`config.mk`:
```
export PLATFORM = sky130hd
export DESIGN_NAME = imem_boot_loader
export DESIGN_NICKNAME = d
export VERILOG_FILES = /design/src/rtl/imem_boot_loader.sv
export SDC_FILE = /design/constraint.sdc
export NUM_CORES = 1
export LEC_CHECK = 0
export ABC_AREA = 1
export ABC_CLOCK_PERIOD_IN_PS = 3200
export BUFFER_PORTS_ARGS = -buffer_cell sky130_fd_sc_hd__clkbuf_2
export CORE_ASPECT_RATIO = 2
export CORE_UTILIZATION = 60
export DETAILED_ROUTE_END_ITERATION = 6
export HOLD_SLACK_MARGIN = 0.1
export PLACE_DENSITY = 0.89
export SYNTH_ARGS = -nofsm -noshare
export SYNTH_HDL_FRONTEND = slang
export SYNTH_SLANG_ARGS = --single-unit
```
`constraint.sdc`:
```
create_clock -name clk_i -period 3.2 [get_ports clk_i]
set_clock_uncertainty 0.05 [all_clocks]
set_input_delay 0.16 -clock clk_i [delete_from_list [all_inputs] [get_ports clk_i]]
set_output_delay 0.16 -clock clk_i [all_outputs]
set_load 0.02 [all_outputs]
```
`src/rtl/imem_boot_loader.sv`:
```
// imem_boot_loader
//   Takes a program image as a byte stream (valid/ready), packs each group of
//   four bytes MSB first into a 32-bit instruction word, and writes the words
//   to consecutive instruction memory locations starting at word 0. The CPU
//   is held in reset while the image loads and for RST_HOLD cycles after the
//   final write, and is then released. An image that stops part-way through a
//   word, or that is longer than MAX_WORDS words, sets a sticky error flag.
//
// Ports
//   clk_i            rising-edge clock
//   rst_i            synchronous active-high reset
//   in_valid_i       stream byte valid
//   in_data_i        stream byte
//   in_last_i        marks the final byte of the image (qualified by in_valid_i)
//   in_ready_o       loader accepts a byte this cycle
//   im_we_o          instruction memory write strobe, one cycle per word
//   im_addr_o        instruction memory word index
//   im_wdata_o       assembled instruction word
//   cpu_rst_o        CPU reset, high until the image is loaded and held
//   load_done_o      high once the CPU is released, sticky until reset
//   word_count_o     number of words written so far (saturates at MAX_WORDS)
//   err_partial_o    sticky: image ended part-way through a word
//   err_overflow_o   sticky: byte offered after MAX_WORDS words were written
module imem_boot_loader #(
  parameter int unsigned ADDR_WIDTH = 10,
  parameter int unsigned MAX_WORDS  = 1024,
  parameter int unsigned RST_HOLD   = 4
) (
  input  logic                  clk_i,
  input  logic                  rst_i,
  input  logic                  in_valid_i,
  input  logic [7:0]            in_data_i,
  input  logic                  in_last_i,
  output logic                  in_ready_o,
  output logic                  im_we_o,
  output logic [ADDR_WIDTH-1:0] im_addr_o,
  output logic [31:0]           im_wdata_o,
  output logic                  cpu_rst_o,
  output logic                  load_done_o,
  output logic [ADDR_WIDTH:0]   word_count_o,
  output logic                  err_partial_o,
  output logic                  err_overflow_o
);

  localparam int unsigned HoldW = $clog2(RST_HOLD) + 1;
  localparam logic [ADDR_WIDTH:0] MaxCount = (ADDR_WIDTH+1)'(MAX_WORDS);
  localparam logic [HoldW-1:0] HoldLast = HoldW'(RST_HOLD - 1);

  typedef enum logic [1:0] {StLoad, StHold, StRun, StErr} state_e;

  state_e                state_q, state_d;
  logic [1:0]            byte_idx_q, byte_idx_d;
  logic [31:0]           shift_q, shift_d;
  logic                  we_q, we_d;
  logic [ADDR_WIDTH-1:0] addr_q, addr_d;
  logic [31:0]           wdata_q, wdata_d;
  logic [ADDR_WIDTH:0]   count_q, count_d;
  logic                  err_partial_q, err_partial_d;
  logic                  err_overflow_q, err_overflow_d;
  logic [HoldW-1:0]      hold_q, hold_d;

  logic        accept;
  logic [31:0] placed;
  logic [31:0] word_asm;

  assign accept = in_valid_i && (state_q == StLoad);
  // Byte lands in the lane selected by byte_idx; lanes not yet filled stay
  // zero, which is what pads a short final word.
  assign placed   = {in_data_i, 24'h000000} >> {byte_idx_q, 3'b000};
  assign word_asm = shift_q | placed;

  always_comb begin
    state_d        = state_q;
    byte_idx_d     = byte_idx_q;
    shift_d        = shift_q;
    we_d           = 1'b0;
    addr_d         = addr_q;
    wdata_d        = wdata_q;
    count_d        = count_q;
    err_partial_d  = err_partial_q;
    err_overflow_d = err_overflow_q;
    hold_d         = hold_q;
    unique case (state_q)
      StLoad: begin
        if (accept) begin
          if (count_q == MaxCount) begin
            // Memory is full: drop the byte and never release the CPU.
            err_overflow_d = 1'b1;
            state_d        = StErr;
          end else if (byte_idx_q == 2'd3 || in_last_i) begin
            we_d       = 1'b1;
            addr_d     = count_q[ADDR_WIDTH-1:0];
            wdata_d    = word_asm;
            count_d    = count_q + (ADDR_WIDTH+1)'(1);
            shift_d    = '0;
            byte_idx_d = 2'd0;
            if (in_last_i) begin
              state_d = StHold;
              hold_d  = '0;
              if (byte_idx_q != 2'd3) err_partial_d = 1'b1;
            end
          end else begin
            shift_d    = word_asm;
            byte_idx_d = byte_idx_q + 2'd1;
          end
        end
      end
      StHold: begin
        if (hold_q == HoldLast) state_d = StRun;
        else                    hold_d  = hold_q + HoldW'(1);
      end
      StRun:  ;
      StErr:  ;
    endcase
  end

  always_ff @(posedge clk_i) begin
    if (rst_i) begin
      state_q        <= StLoad;
      byte_idx_q     <= 2'd0;
      shift_q        <= '0;
      we_q           <= 1'b0;
      addr_q         <= '0;
      wdata_q        <= '0;
      count_q        <= '0;
      err_partial_q  <= 1'b0;
      err_overflow_q <= 1'b0;
      hold_q         <= '0;
    end else begin
      state_q        <= state_d;
      byte_idx_q     <= byte_idx_d;
      shift_q        <= shift_d;
      we_q           <= we_d;
      addr_q         <= addr_d;
      wdata_q        <= wdata_d;
      count_q        <= count_d;
      err_partial_q  <= err_partial_d;
      err_overflow_q <= err_overflow_d;
      hold_q         <= hold_d;
    end
  end

  assign in_ready_o     = (state_q == StLoad);
  assign im_we_o        = we_q;
  assign im_addr_o      = addr_q;
  assign im_wdata_o     = wdata_q;
  assign cpu_rst_o      = (state_q != StRun);
  assign load_done_o    = (state_q == StRun);
  assign word_count_o   = count_q;
  assign err_partial_o  = err_partial_q;
  assign err_overflow_o = err_overflow_q;

endmodule

```
==> results summary, run 1 <==
The run finished with clean final reports. After detailed routing, the total wire length is 10300 um. The commonest cells after synthesis are nand2_1, dfxtp_1, nand3_1. The pin count of the biggest net entering global routing came out at 39. The required time reported for the critical path endpoint is 3410 ps. The H-tree was split into 3 levels. The simple-gate share of the synthesized area is 35.1%. The post-cts gate resize count came out at 0. The DRC violations left came out at 0.

The post-synthesis average cell area came out at 7.34 um^2. The worst-case clock buffer depth is 2. Setup repair after global routing left no endpoint under its margin. The xor/xnor cell area share of the yosys netlist came out at 0.621%. The share of Yosys cell area claimed by the top area cell type is 45.0%.

Dividing total power by cell area gives a power density of 537 mW/mm^2. The first-pass GRT wire length is 16500 um. The number of antenna violations at the first check in global routing came out at 0. The adder-cell share of the synthesized area is 1.48%. The layout overhead on the synthesized area is 14.1%. For hold timing, the worst endpoint is err_partial_o. The number of cells traversed by the worst hold path came out at 5. In this run, the number of DRC markers left after iteration 0 of detailed routing was 329. For the worst-skew pair, the clock arrives at the later sink with an insertion delay of 340 ps. The number of nets in the layout is 648.

The count of filler cells inserted in the layout came out at 591. The post-synthesis compound-gate area fraction came out at 8.14%. The worst register-to-register path ends at word_count_o[1]. Synthesis handed over a netlist of 576 instances.

The post-route minimum period came out at 2360 ps. The height of the die came out at 121 um. The final cycle utilization of the critical path came out at 73.7%. In this run the most critical hold path is launched from in_last_i. The max-slew violation count is 0. The worst setup path is launched from a flop.

In the final layout, the share of cells above drive strength 1 is 21.1%. Data arrives at the worst endpoint at 2570 ps. The number of nets with antenna violations after detailed routing came out at 0. The detailed-route via count came out at 3974.

The worst setup path category is flop to flop. After synthesis, the cell types taking the most area are dfxtp_1, nand2_1, nand3_1. Derived from the worst setup path, the maximum achievable clock frequency is 0.424 GHz.

The total routing usage reported by global routing came out at 29.8%. The transition time of the tightest slew-check pin came out at 690 ps. The wire-length estimate of the detail-placed layout is 7070 um. The net count of the mapped netlist is 593. The number of global-route vias before repair came to 3723. The initial cell density of the core is 61.4%. The total iterations of the first detailed-routing run is 5. The predominant post-synthesis flop cell is dfxtp_1. The core region area is 0.00689 mm^2. The antenna cell count is 0. The depth of the worst register-to-register path is 10. After global routing the overflow that remains totals 0. The cell row count came out at 43. The number of setup buffers added after CTS is 0. Sequential cells were found to cover 45.0% of the synthesized design area. The hold slack is 156 ps. The clock transition time at the flip-flop clock pins of the worst setup and hold paths is 60 ps. The aggregate negative setup slack came out at 0 ps. The final setup violation count came out at 0. The number of vias per cell after detailed routing came out at 5.47. The number of flip-flops and latches in the synthesized netlist came out at 95.

The number of sinks handled by clock tree synthesis is 95. In this run the critical register-to-register path is launched from word_count_o[0]. Yosys mapped a number of flops with a built-in enable equal to 0.

STA classifies the critical path endpoint as a flop. The leakage power total is 0.00231 uW. For flop-to-flop paths, the worst setup slack is 840 ps. The classification of the worst-slack hold path is input port to flop.

The weighted congestion at the end of routability-driven global placement is 0.851. The number of hold violations in the final report came out at 0. The number of I/O port buffers is 70. The leading area contributor after synthesis is dfxtp_1. The cell with the most instances after synthesis is nand2_1. CTS placed an instance of clkbuf_16 at the clock tree root. For this run, the number of Yosys warnings is 0. TritonCTS built the clock tree. 71 I/O pins were placed. By area, the combinational part of the netlist is dominated by simple AND/OR/NAND/NOR gates. The count of different cell masters after synthesis came out at 31. Across the VDD grid, the largest voltage drop is 0.414 mV. The highest net fanout along the worst path is 34.

The count of hold buffers inserted by post-cts repair is 0. Max-cap violations in this run came to 0. The final routed wire length divided by cell count is 14.2 um.

The share of synthesized flip-flops with an asynchronous set or reset came out at 0%. The synthesized cell area is 0.00423 mm^2. The share of synthesized area spent on multiplexers came out at 0%.

The number of clock buffers inserted by TritonCTS came out at 9. The core occupancy in the finished layout came out at 70.0%. The worst slew margin relative to its limit is 53.7%. The die covers 0.00741 mm^2. The die span in x came out at 61.4 um.
[kinds of logic after synthesis]
family                     after synthesis
and+or+nand+nor                        327
xor gates and xnor gates                 3
buffers and inverters                   92
adders and majority gates                5
AOI/OAI and AO/OA                       54
DFF                                     95
[critical path, stage by stage (launching register included)]
cell,delay [ps]
dfxtp_1,420
inv_1,120
ha_1,210
nand2_1,60
nor2_1,70
nand2_4,120
nand3_4,320
nor2_4,310
buf_4,390
nand2_1,90
o21ai_0,80
[area by class of cell]
class                   instances  area [um^2]  share of cell area, %
multi-input cells             389         1920                   39.7
repair buffers                 75          388                   8.04
flip-flops and latches         95         1900                   39.4
well taps                      90          113                   2.33
clock buffers                  11          243                   5.03
clock inverters                 5         32.5                  0.674
inverters                      61          230                   4.77
[report_power, final]
| group | internal [uW] | switching, uW |
|---|---|---|
| clock | 548 | 450 |
| combinational | 95.5 | 244 |
| sequential | 1230 | 25.3 |
| total | 1870 | 719 |
[metal layers]
metal  vias up  share of wire (%)  track usage, %
li1       1919                  -               -
met1      1873                 38            33.5
met2       143                 54            51.0
met3        39                4.9            6.20
met4         0                3.7            14.6
met5         -                  0               0
[through the flow]
| step | worst slack, ps | area (um^2) | std cells | power [uW] |
|---|---|---|---|---|
| final | 843 | 4820 | 726 | 2590 |
| after global routing | 667 | 4820 | 726 | 2680 |
| after CTS | 876 | 4820 | 726 | 2590 |
| after detailed placement | 901 | 4550 | 710 | 1610 |
| after global placement | 1020 | 4550 | 710 | 1600 |
| after floorplan | 1420 | 4230 | 576 | 1530 |
[layout by cell type, fill, tap and decap left out, types with 3 or more instances in the layout]
| cell | instances |
|---|---|
| nor3_1 | 3 |
| clkbuf_2 | 70 |
| a21oi_1 | 27 |
| nand2_1 | 173 |
| buf_4 | 5 |
| or2_1 | 19 |
| or2_2 | 12 |
| dfxtp_1 | 95 |
| o21ai_0 | 7 |
| ha_1 | 5 |
| nor2_1 | 23 |
| clkbuf_16 | 9 |
| nand3_1 | 80 |
| inv_2 | 3 |
| inv_1 | 54 |
| nand4_1 | 7 |
| clkinv_1 | 3 |
| a21oi_2 | 19 |
| clkinv_2 | 4 |
[registers in the layout, summed over array words and instances, names as in the netlist]
signal	cells
im_wdata_o	32
shift_q	32
word_count_o	11
im_addr_o	10
hold_q	3
byte_idx_q	2
state_q	2
err_overflow_o	1
err_partial_o	1
im_we_o	1
[worst max path at each step]
stage	slack, ps	cells past startpoint	start	end
floorplan	1420	10	word_count_o[0]	shift_q[3]
global placement	1020	10	word_count_o[0]	word_count_o[1]
detailed placement	900	10	word_count_o[0]	im_wdata_o[24]
CTS	880	10	word_count_o[0]	im_wdata_o[24]
global route	670	10	word_count_o[0]	im_wdata_o[24]
finish	840	10	word_count_o[0]	word_count_o[1]
(Power assumes the default switching activity.)
==> run 2: changes to the inputs <==
Settings changed: ABC_CLOCK_PERIOD_IN_PS 3200 to 2050, CORE_UTILIZATION 60 to 50, PLACE_DENSITY 0.89 to 0.8.
Clock period 3.2 ns to 2.05 ns, I/O delays scaled along.
==> results summary, run 2 (synthesized netlist as in run 1, its figures left out) <==
The number of clock buffers inserted by TritonCTS is 9 (unchanged). The clock insertion delay at the later pin of the skew report is 340 ps (about the same). The number of nets with antenna violations after detailed routing is 0 (unchanged). The minimum setup slack after placement came out at -25.9 ps (was 901 ps). The worst-case clock buffer depth came out at 2 (unchanged). The depth of the worst register-to-register path is 9 (was 10). The height of the die came out at 132 um (was 121 um). The power density relative to cell area came out at 843 mW/mm^2 (was 537 mW/mm^2). The slack of the critical path came to 146 ps (was 843 ps). The clock transition time at the flip-flop clock pins of the worst setup and hold paths is 70 ps (was 60 ps). The transition time of the tightest slew-check pin came out at 603 ps (was 690 ps). The H-tree depth reported by CTS came to 3 (unchanged).

Setup repair after global routing missed its margin: false (unchanged). The number of sinks handled by clock tree synthesis came to 95 (unchanged). The maximum cell stage delay along the critical path is 520 ps (was 420 ps). The type of element launching the critical path was a flop (unchanged).

The detailed-route via count came out at 4007 (was 3974). The post-route minimum period is 1900 ps (was 2360 ps). The TritonCTS clock tree is built (unchanged). The critical path capture point type was a flop (unchanged). The kind of cell with the highest combined delay on the critical path is simple AND/OR/NAND/NOR gates (unchanged). The share of post-route cells with drive strength above 1 was 23.0% (was 21.1%). The number of global-route vias before repair was 3909 (was 3723).

The number of hold violations in the final report came out at 0 (unchanged). The final wirelength came out at 11000 um (was 10300 um). The count of filler cells inserted in the layout is 747 (was 591).

The number of stages on the worst setup path came out at 9 (was 10). The first-pass GRT wire length came out at 17500 um (was 16500 um). The number of I/O port buffers is 70 (unchanged).

The area of the die came out at 0.00885 mm^2 (was 0.00741 mm^2). The final setup violation count is 0 (unchanged). The maximum vdd drop came out at 0.447 mV (was 0.414 mV). Leading cell types in the layout, fill and taps excluded: nand2_1, dfxtp_1, nand3_1, clkbuf_2, inv_1 (unchanged).

The worst slew margin relative to its limit is 59.7% (was 53.7%). The worst setup path category is flop to flop (unchanged). Critical path cell sequence: inv_1 -> ha_1 -> nand2_1 -> nor2_2 -> nand2_4 -> nand3_4 -> nor2_4 -> nand2_1 -> o21ai_0 (was inv_1 -> ha_1 -> nand2_1 -> nor2_1 -> nand2_4 -> nand3_4 -> nor2_4 -> buf_4 -> nand2_1 -> o21ai_0). The HPWL after detailed placement is 7270 um (was 7070 um). The number of setup buffers added after CTS came out at 0 (unchanged). The total routing usage reported by global routing is 25.9% (was 29.8%). The layout overhead on the synthesized area is 19.0% (was 14.1%).

The number of antenna violations at the first check in global routing was 0 (unchanged). The classification of the worst-slack hold path is input port to flop (unchanged). The slack of the worst reg-to-reg path came to 150 ps (was 840 ps).

The total iterations of the first detailed-routing run came to 7 (was 5). The placed cell count came out at 728 (was 710). The weighted congestion at the end of routability-driven global placement is 0.821 (was 0.851). The leakage power total is 0.00241 uW (was 0.00231 uW). The pin count of the biggest net entering global routing was 55 (was 39). The final cycle utilization of the critical path is 92.9% (was 73.7%). The number of vias per cell after detailed routing is 5.36 (was 5.47). The critical-path cell with the highest stage delay is nor2_4 (was dfxtp_1). The total area of sequential cells is 0.00190 mm^2 (about the same). The antenna cell count is 0 (unchanged). The total area of multi-input combinational cells is 0.00194 mm^2 (was 0.00192 mm^2). The initial cell density of the core was 51.4% (was 61.4%). The number of cells traversed by the worst hold path is 5 (unchanged). The sink of the worst hold path is im_wdata_o[13] (was err_partial_o). The highest net fanout along the worst path is 22 (was 34).

The checks that failed: DRC. The startpoint of the worst hold path is in_data_i[5] (was in_last_i). The critical path buffer and inverter count came out at 1 (was 2). The number of cells in the finished layout apart from fillers is 747 (was 726). The most prevalent standard cell on the critical path is nand2_1 (unchanged). The clock root buffer master is clkbuf_16 (unchanged). The number of nets in the layout came out at 661 (was 648). The DRC violations left came out at 1 (was 0). The count of maximum capacitance violations is 0 (unchanged).

The hold slack is 122 ps (was 156 ps). Run status: complete, but fails checks (was completed). The final routed wire length divided by cell count is 14.7 um (was 14.2 um).

The core region area came out at 0.00823 mm^2 (was 0.00689 mm^2). The critical path data arrival time is 2120 ps (was 2570 ps). The most frequent standard cell in the layout excluding fill and tap cells is nand2_1 (unchanged). The highest attainable clock frequency came out at 0.525 GHz (was 0.424 GHz). The core occupancy in the finished layout is 61.1% (was 70.0%).

The required time reported for the critical path endpoint is 2260 ps (was 3410 ps). The critical register-to-register path endpoint is word_count_o[1] (unchanged). The number of placed I/O pins is 71 (unchanged). The number of design-rule violations left by the first detailed-router iteration is 359 (was 329). The die span in x came out at 67.0 um (was 61.4 um). The global route total overflow came out at 0 (unchanged). The cell row count came out at 47 (was 43). The max-slew violation count is 0 (unchanged). The launch point of the worst reg-to-reg path is word_count_o[0] (unchanged).
==> run 2: cell types whose count changed in the layout (fill, tap and decap cells not counted), sizes merged <==
cell         previous run  this run
buf                     5        15
nor2                   27        28
clkinv                  8         7
dlygate4sd3             0         1
bufinv                  0         1
inv                    58        59
==> run 2: worst max-delay path by stage <==
| stage | endpoint | start | slack (ps) |
|---|---|---|---|
| final | word_count_o[1] | word_count_o[0] | 150 |
| after floorplan | shift_q[3] | word_count_o[0] | 270 |
| after global routing | word_count_o[1] | word_count_o[1] | 4 |
| after global placement | im_addr_o[8] | word_count_o[1] | 60 |
| after CTS | shift_q[2] | word_count_o[0] | 30 |
| after detailed placement | im_wdata_o[7] | word_count_o[1] | -30 |
==> run 2: routing by layer <==
layer	up-vias	GRT usage (%)	wire length (um)
li1	1950	-	-
met5	-	0	0
met2	162	42.4	5700
met1	1844	27.4	4170
met3	51	6.75	544
met4	0	18.8	544
==> run 2: power breakdown <==
part           internal, uW  total [uW]  switching [uW]
combinational           181         582             401
clock                   985        1710             721
sequential             1910        1950            39.7
==> run 2: final cells by class <==
type                    count  share of cell area, %
clock buffers              10                   4.75
clock inverters             6                   1.32
inverters                  61                   4.58
multi-input cells         390                   38.5
flip-flops and latches     95                   37.8
well taps                  98                   2.44
repair buffers             87                   10.5
==> run 2: worst reg2reg max path, stage by stage (launching register included) <==
cell	delay, ps
dfxtp_1	330
inv_1	90
ha_1	210
nand2_1	80
nor2_2	60
nand2_4	110
nand3_4	170
nor2_4	520
nand2_1	120
o21ai_0	100
==> run 2: repair_timing <==
action	CTS	global route
hold buffers	1	0
pin swaps	0	1
gates resized for setup	2	3
gates cloned	1	1
endpoints found under the setup margin	52	50
endpoints found under the hold margin	1	0
==> run 2: through the flow <==
step | area (um^2) | power, uW | TNS [ps]
finish | 5030 | 4240 | 0
global route | 5030 | 4400 | 0
CTS | 4990 | 4250 | 0
detailed placement | 4660 | 2540 | -118
global placement | 4660 | 2520 | 0
floorplan | 4230 | 2400 | 0
==> run 3: changes to the inputs <==
Settings changed: ABC_AREA 1 to unset, CORE_UTILIZATION 50 to 49.
==> results summary, run 3 <==
Run status: completed (was complete, but fails checks). The kind of cell with the highest combined delay on the critical path is simple AND/OR/NAND/NOR gates (unchanged). The number of sinks handled by clock tree synthesis is 95 (unchanged). The highest net fanout along the worst path is 8 (was 22).

The cell with the most instances after synthesis is dfxtp_1 (was nand2_1). The clock insertion delay at the later pin of the skew report came out at 340 ps (about the same). The count of filler cells inserted in the layout came out at 642 (was 747).

The area of the die came to 0.00789 mm^2 (was 0.00885 mm^2). The classification of the worst-slack hold path is input port to flop (unchanged). The first-pass GRT wire length came out at 15300 um (was 17500 um). The synthesized instance count is 437 (was 576).

The count of maximum capacitance violations came to 0 (unchanged). The critical-path cell with the highest stage delay is or4_4 (was nor2_4). List of most frequent post-synthesis cells: dfxtp_1, nor2_1, a21oi_1 (was nand2_1, dfxtp_1, nand3_1). The initial cell density of the core was 50.7% (was 51.4%).

The final routed wire length divided by cell count is 15.6 um (was 14.7 um). The antenna cell count was 0 (unchanged). The total iterations of the first detailed-routing run came out at 4 (was 7). The simple-gate share of the synthesized area came out at 22.1% (was 35.1%). The number of hold violations in the final report was 0 (unchanged). The synthesized cell area came out at 0.00368 mm^2 (was 0.00423 mm^2). The post-synthesis average cell area is 8.43 um^2 (was 7.34 um^2). The count of different cell masters after synthesis is 33 (was 31).

The power density relative to cell area came out at 883 mW/mm^2 (was 843 mW/mm^2). Top cells by area, synth: dfxtp_1, nor2_1, a21oi_1 (was dfxtp_1, nand2_1, nand3_1). The HPWL after detailed placement is 6710 um (was 7270 um). The critical register-to-register path endpoint is word_count_o[7] (was word_count_o[1]).

The main combinational cell family by area after synthesis is simple AND/OR/NAND/NOR gates (unchanged). The share of post-route cells with drive strength above 1 was 24.2% (was 23.0%). The xor/xnor cell area share of the yosys netlist came out at 0.951% (was 0.621%). The total routing usage reported by global routing came to 25.1% (was 25.9%). The total area of multi-input combinational cells came to 0.00162 mm^2 (was 0.00194 mm^2). The share of synthesized area spent on multiplexers came out at 0% (unchanged).

The TritonCTS clock tree is built (unchanged). The total of warnings raised by yosys came out at 0 (unchanged). The maximum cell stage delay along the critical path was 570 ps (was 520 ps).

The critical path capture point type is a flop (unchanged). The highest attainable clock frequency came out at 0.513 GHz (was 0.525 GHz). The final wirelength is 9550 um (was 11000 um). The adder-cell share of the synthesized area is 1.70% (was 1.48%). The launch point of the worst reg-to-reg path is state_q[1] (was word_count_o[0]).

The number of placed I/O pins is 71 (unchanged). The clock root buffer master is clkbuf_16 (unchanged). The worst-case clock buffer depth is 2 (unchanged). The share of synthesized flip-flops with an asynchronous set or reset is 0% (unchanged). The post-synthesis compound-gate area fraction is 18.4% (was 8.14%). The detailed-route via count is 3491 (was 4007). The weighted congestion at the end of routability-driven global placement was 0.833 (was 0.821).

The leakage power total came to 0.00182 uW (was 0.00241 uW). The type of element launching the critical path was a flop (unchanged). The final cycle utilization of the critical path is 95.0% (was 92.9%).

The required time reported for the critical path endpoint is 2270 ps (was 2260 ps). Setup repair after global routing missed its margin: false (unchanged). The depth of the worst register-to-register path was 4 (was 9). The global route total overflow was 0 (unchanged). The number of clock buffers inserted by TritonCTS was 9 (unchanged). The post-route minimum period is 1950 ps (was 1900 ps). The capture point of the critical path is word_count_o[7] (was word_count_o[1]). The H-tree depth reported by CTS came out at 3 (unchanged). The pin count of the biggest net entering global routing came out at 34 (was 55).

The number of flip-flops and latches in the synthesized netlist came out at 95 (unchanged). The maximum vdd drop was 0.572 mV (was 0.447 mV). The clock transition time at the flip-flop clock pins of the worst setup and hold paths is 60 ps (was 70 ps). The critical path buffer and inverter count is 0 (was 1). The share of Yosys cell area claimed by the top area cell type was 51.6% (was 45.0%).

Leading cell types in the layout, fill and taps excluded: dfxtp_1, nor2_1, clkbuf_2, a21oi_1, nor3_1 (was nand2_1, dfxtp_1, nand3_1, clkbuf_2, inv_1). The number of nets with antenna violations after detailed routing came out at 0 (unchanged). The leading area contributor after synthesis was dfxtp_1 (unchanged).

The number of vias per cell after detailed routing came out at 5.69 (was 5.36). The worst setup path category was flop to flop (unchanged). The number of nets in the layout is 533 (was 661).

The DRC violations left is 0 (was 1). The number of cells traversed by the worst hold path was 3 (was 5). The hold slack is 108 ps (was 122 ps). The final setup violation count came to 0 (unchanged). The height of the die came out at 125 um (was 132 um). The slack of the worst reg-to-reg path is 100 ps (was 150 ps). The layout overhead on the synthesized area is 25.6% (was 19.0%). The net count of the mapped netlist came to 454 (was 593). The number of design-rule violations left by the first detailed-router iteration is 226 (was 359). The number of I/O port buffers was 70 (unchanged). The die span in x is 63.3 um (was 67.0 um). The number of antenna violations at the first check in global routing is 0 (unchanged).

The most frequent standard cell in the layout excluding fill and tap cells is dfxtp_1 (was nand2_1). The transition time of the tightest slew-check pin is 557 ps (was 603 ps). The critical path data arrival time is 2160 ps (was 2120 ps). The core region area came out at 0.00727 mm^2 (was 0.00823 mm^2). Critical path cell sequence: or3b_4 -> or4_4 -> or3_1 -> a21oi_1 (was inv_1 -> ha_1 -> nand2_1 -> nor2_2 -> nand2_4 -> nand3_4 -> nor2_4 -> nand2_1 -> o21ai_0). The number of global-route vias before repair was 3255 (was 3909). The number of synthesized flops with an enable pin came out at 0 (unchanged). The sequential share of the synthesized area came out at 51.6% (was 45.0%).

The origin of the worst setup path is state_q[1] (was word_count_o[0]). The number of stages on the worst setup path came to 4 (was 9). The aggregate negative setup slack is 0 ps (unchanged). The max-slew violation count is 0 (unchanged). The predominant post-synthesis flop cell is dfxtp_1 (unchanged). The total area of sequential cells is 0.00191 mm^2 (was 0.00190 mm^2). The cell row count is 44 (was 47). The worst slew margin relative to its limit is 62.8% (was 59.7%).
==> run 3: cell count changes after synthesis, sizes merged, moves of 6 or more <==
cell	delta
a211oi	+32
nand2	-146
nor2	+49
nand4	-7
nand3	-75
buf	-13
or2	-30
nor3	+33
a311oi	+6
inv	-47
a21oi	+7
clkbuf	+19
==> run 3: how the worst min path moves through the flow <==
stage                          to          from  slack (ps)
finish                shift_q[25]  in_data_i[1]         110
detailed placement   im_addr_o[9]  im_addr_o[9]         400
global placement     im_addr_o[8]  im_addr_o[8]         390
floorplan           err_partial_o     in_last_i         240
global route           shift_q[8]  in_data_i[0]         120
CTS                   shift_q[25]  in_data_i[1]         100
==> run 3: what timing repair did <==
action                                 CTS  global route
hold buffers                             3             0
endpoints found under the hold margin    7             0
setup endpoints to repair                3             3
buffers inserted                         0             0
gates resized for setup                  1             1
cloned                                   0             0
==> run 3: cell type report <==
cell class              count  share of cell area (%)
clock inverters             4                   0.974
clock buffers              12                    5.55
inverters                  10                   0.812
multi-input cells         295                    35.0
well taps                  92                    2.49
flip-flops and latches     95                    41.2
repair buffers            105                    14.0
==> run 3: through the flow <==
stage | std cells | util [%] | total power (uW) | cell area (um^2) | worst slack (ps)
final | 613 | 63.6 | 4080 | 4620 | 103
after global routing | 613 | 63.6 | 4220 | 4620 | 25.7
after CTS | 613 | 63.6 | 4100 | 4620 | 45.7
after detailed placement | 594 | 59.0 | 2440 | 4290 | 1.56
after global placement | 594 | 59.0 | 2430 | 4290 | 54.1
after floorplan | 437 | - | 2280 | 3710 | 12.9
==> run 3: layer usage <==
| layer | part of all wire [%] | global-route usage [%] | routed length (um) |
|---|---|---|---|
| met1 | 37 | 25.2 | 3490 |
| met2 | 55 | 46.6 | 5240 |
| met3 | 4.1 | 4.49 | 393 |
| met4 | 4.4 | 14.2 | 416 |
| met5 | 0 | 0 | 0 |
==> run 3: logic make-up (layout without fill, tap and decap cells) <==
kind of cell | Yosys count | after routing
AOI/OAI and AO/OA | 109 | 109
xor gates and xnor gates | 4 | 4
adders and majority gates | 5 | 5
buffers and inverters | 47 | 131
DFF | 95 | 95
and+or+nand+nor | 177 | 177
==> run 3: worst reg2reg max path: stages, from the launching register on <==
cell,delay [ps]
dfxtp_1,310
or3b_4,430
or4_4,570
or3_1,380
a21oi_1,140
==> run 3: power by group <==
group          switching [uW]  internal [uW]  total, uW
clock                     667           1010       1670
sequential               36.6           1910       1950
combinational             295            165        460
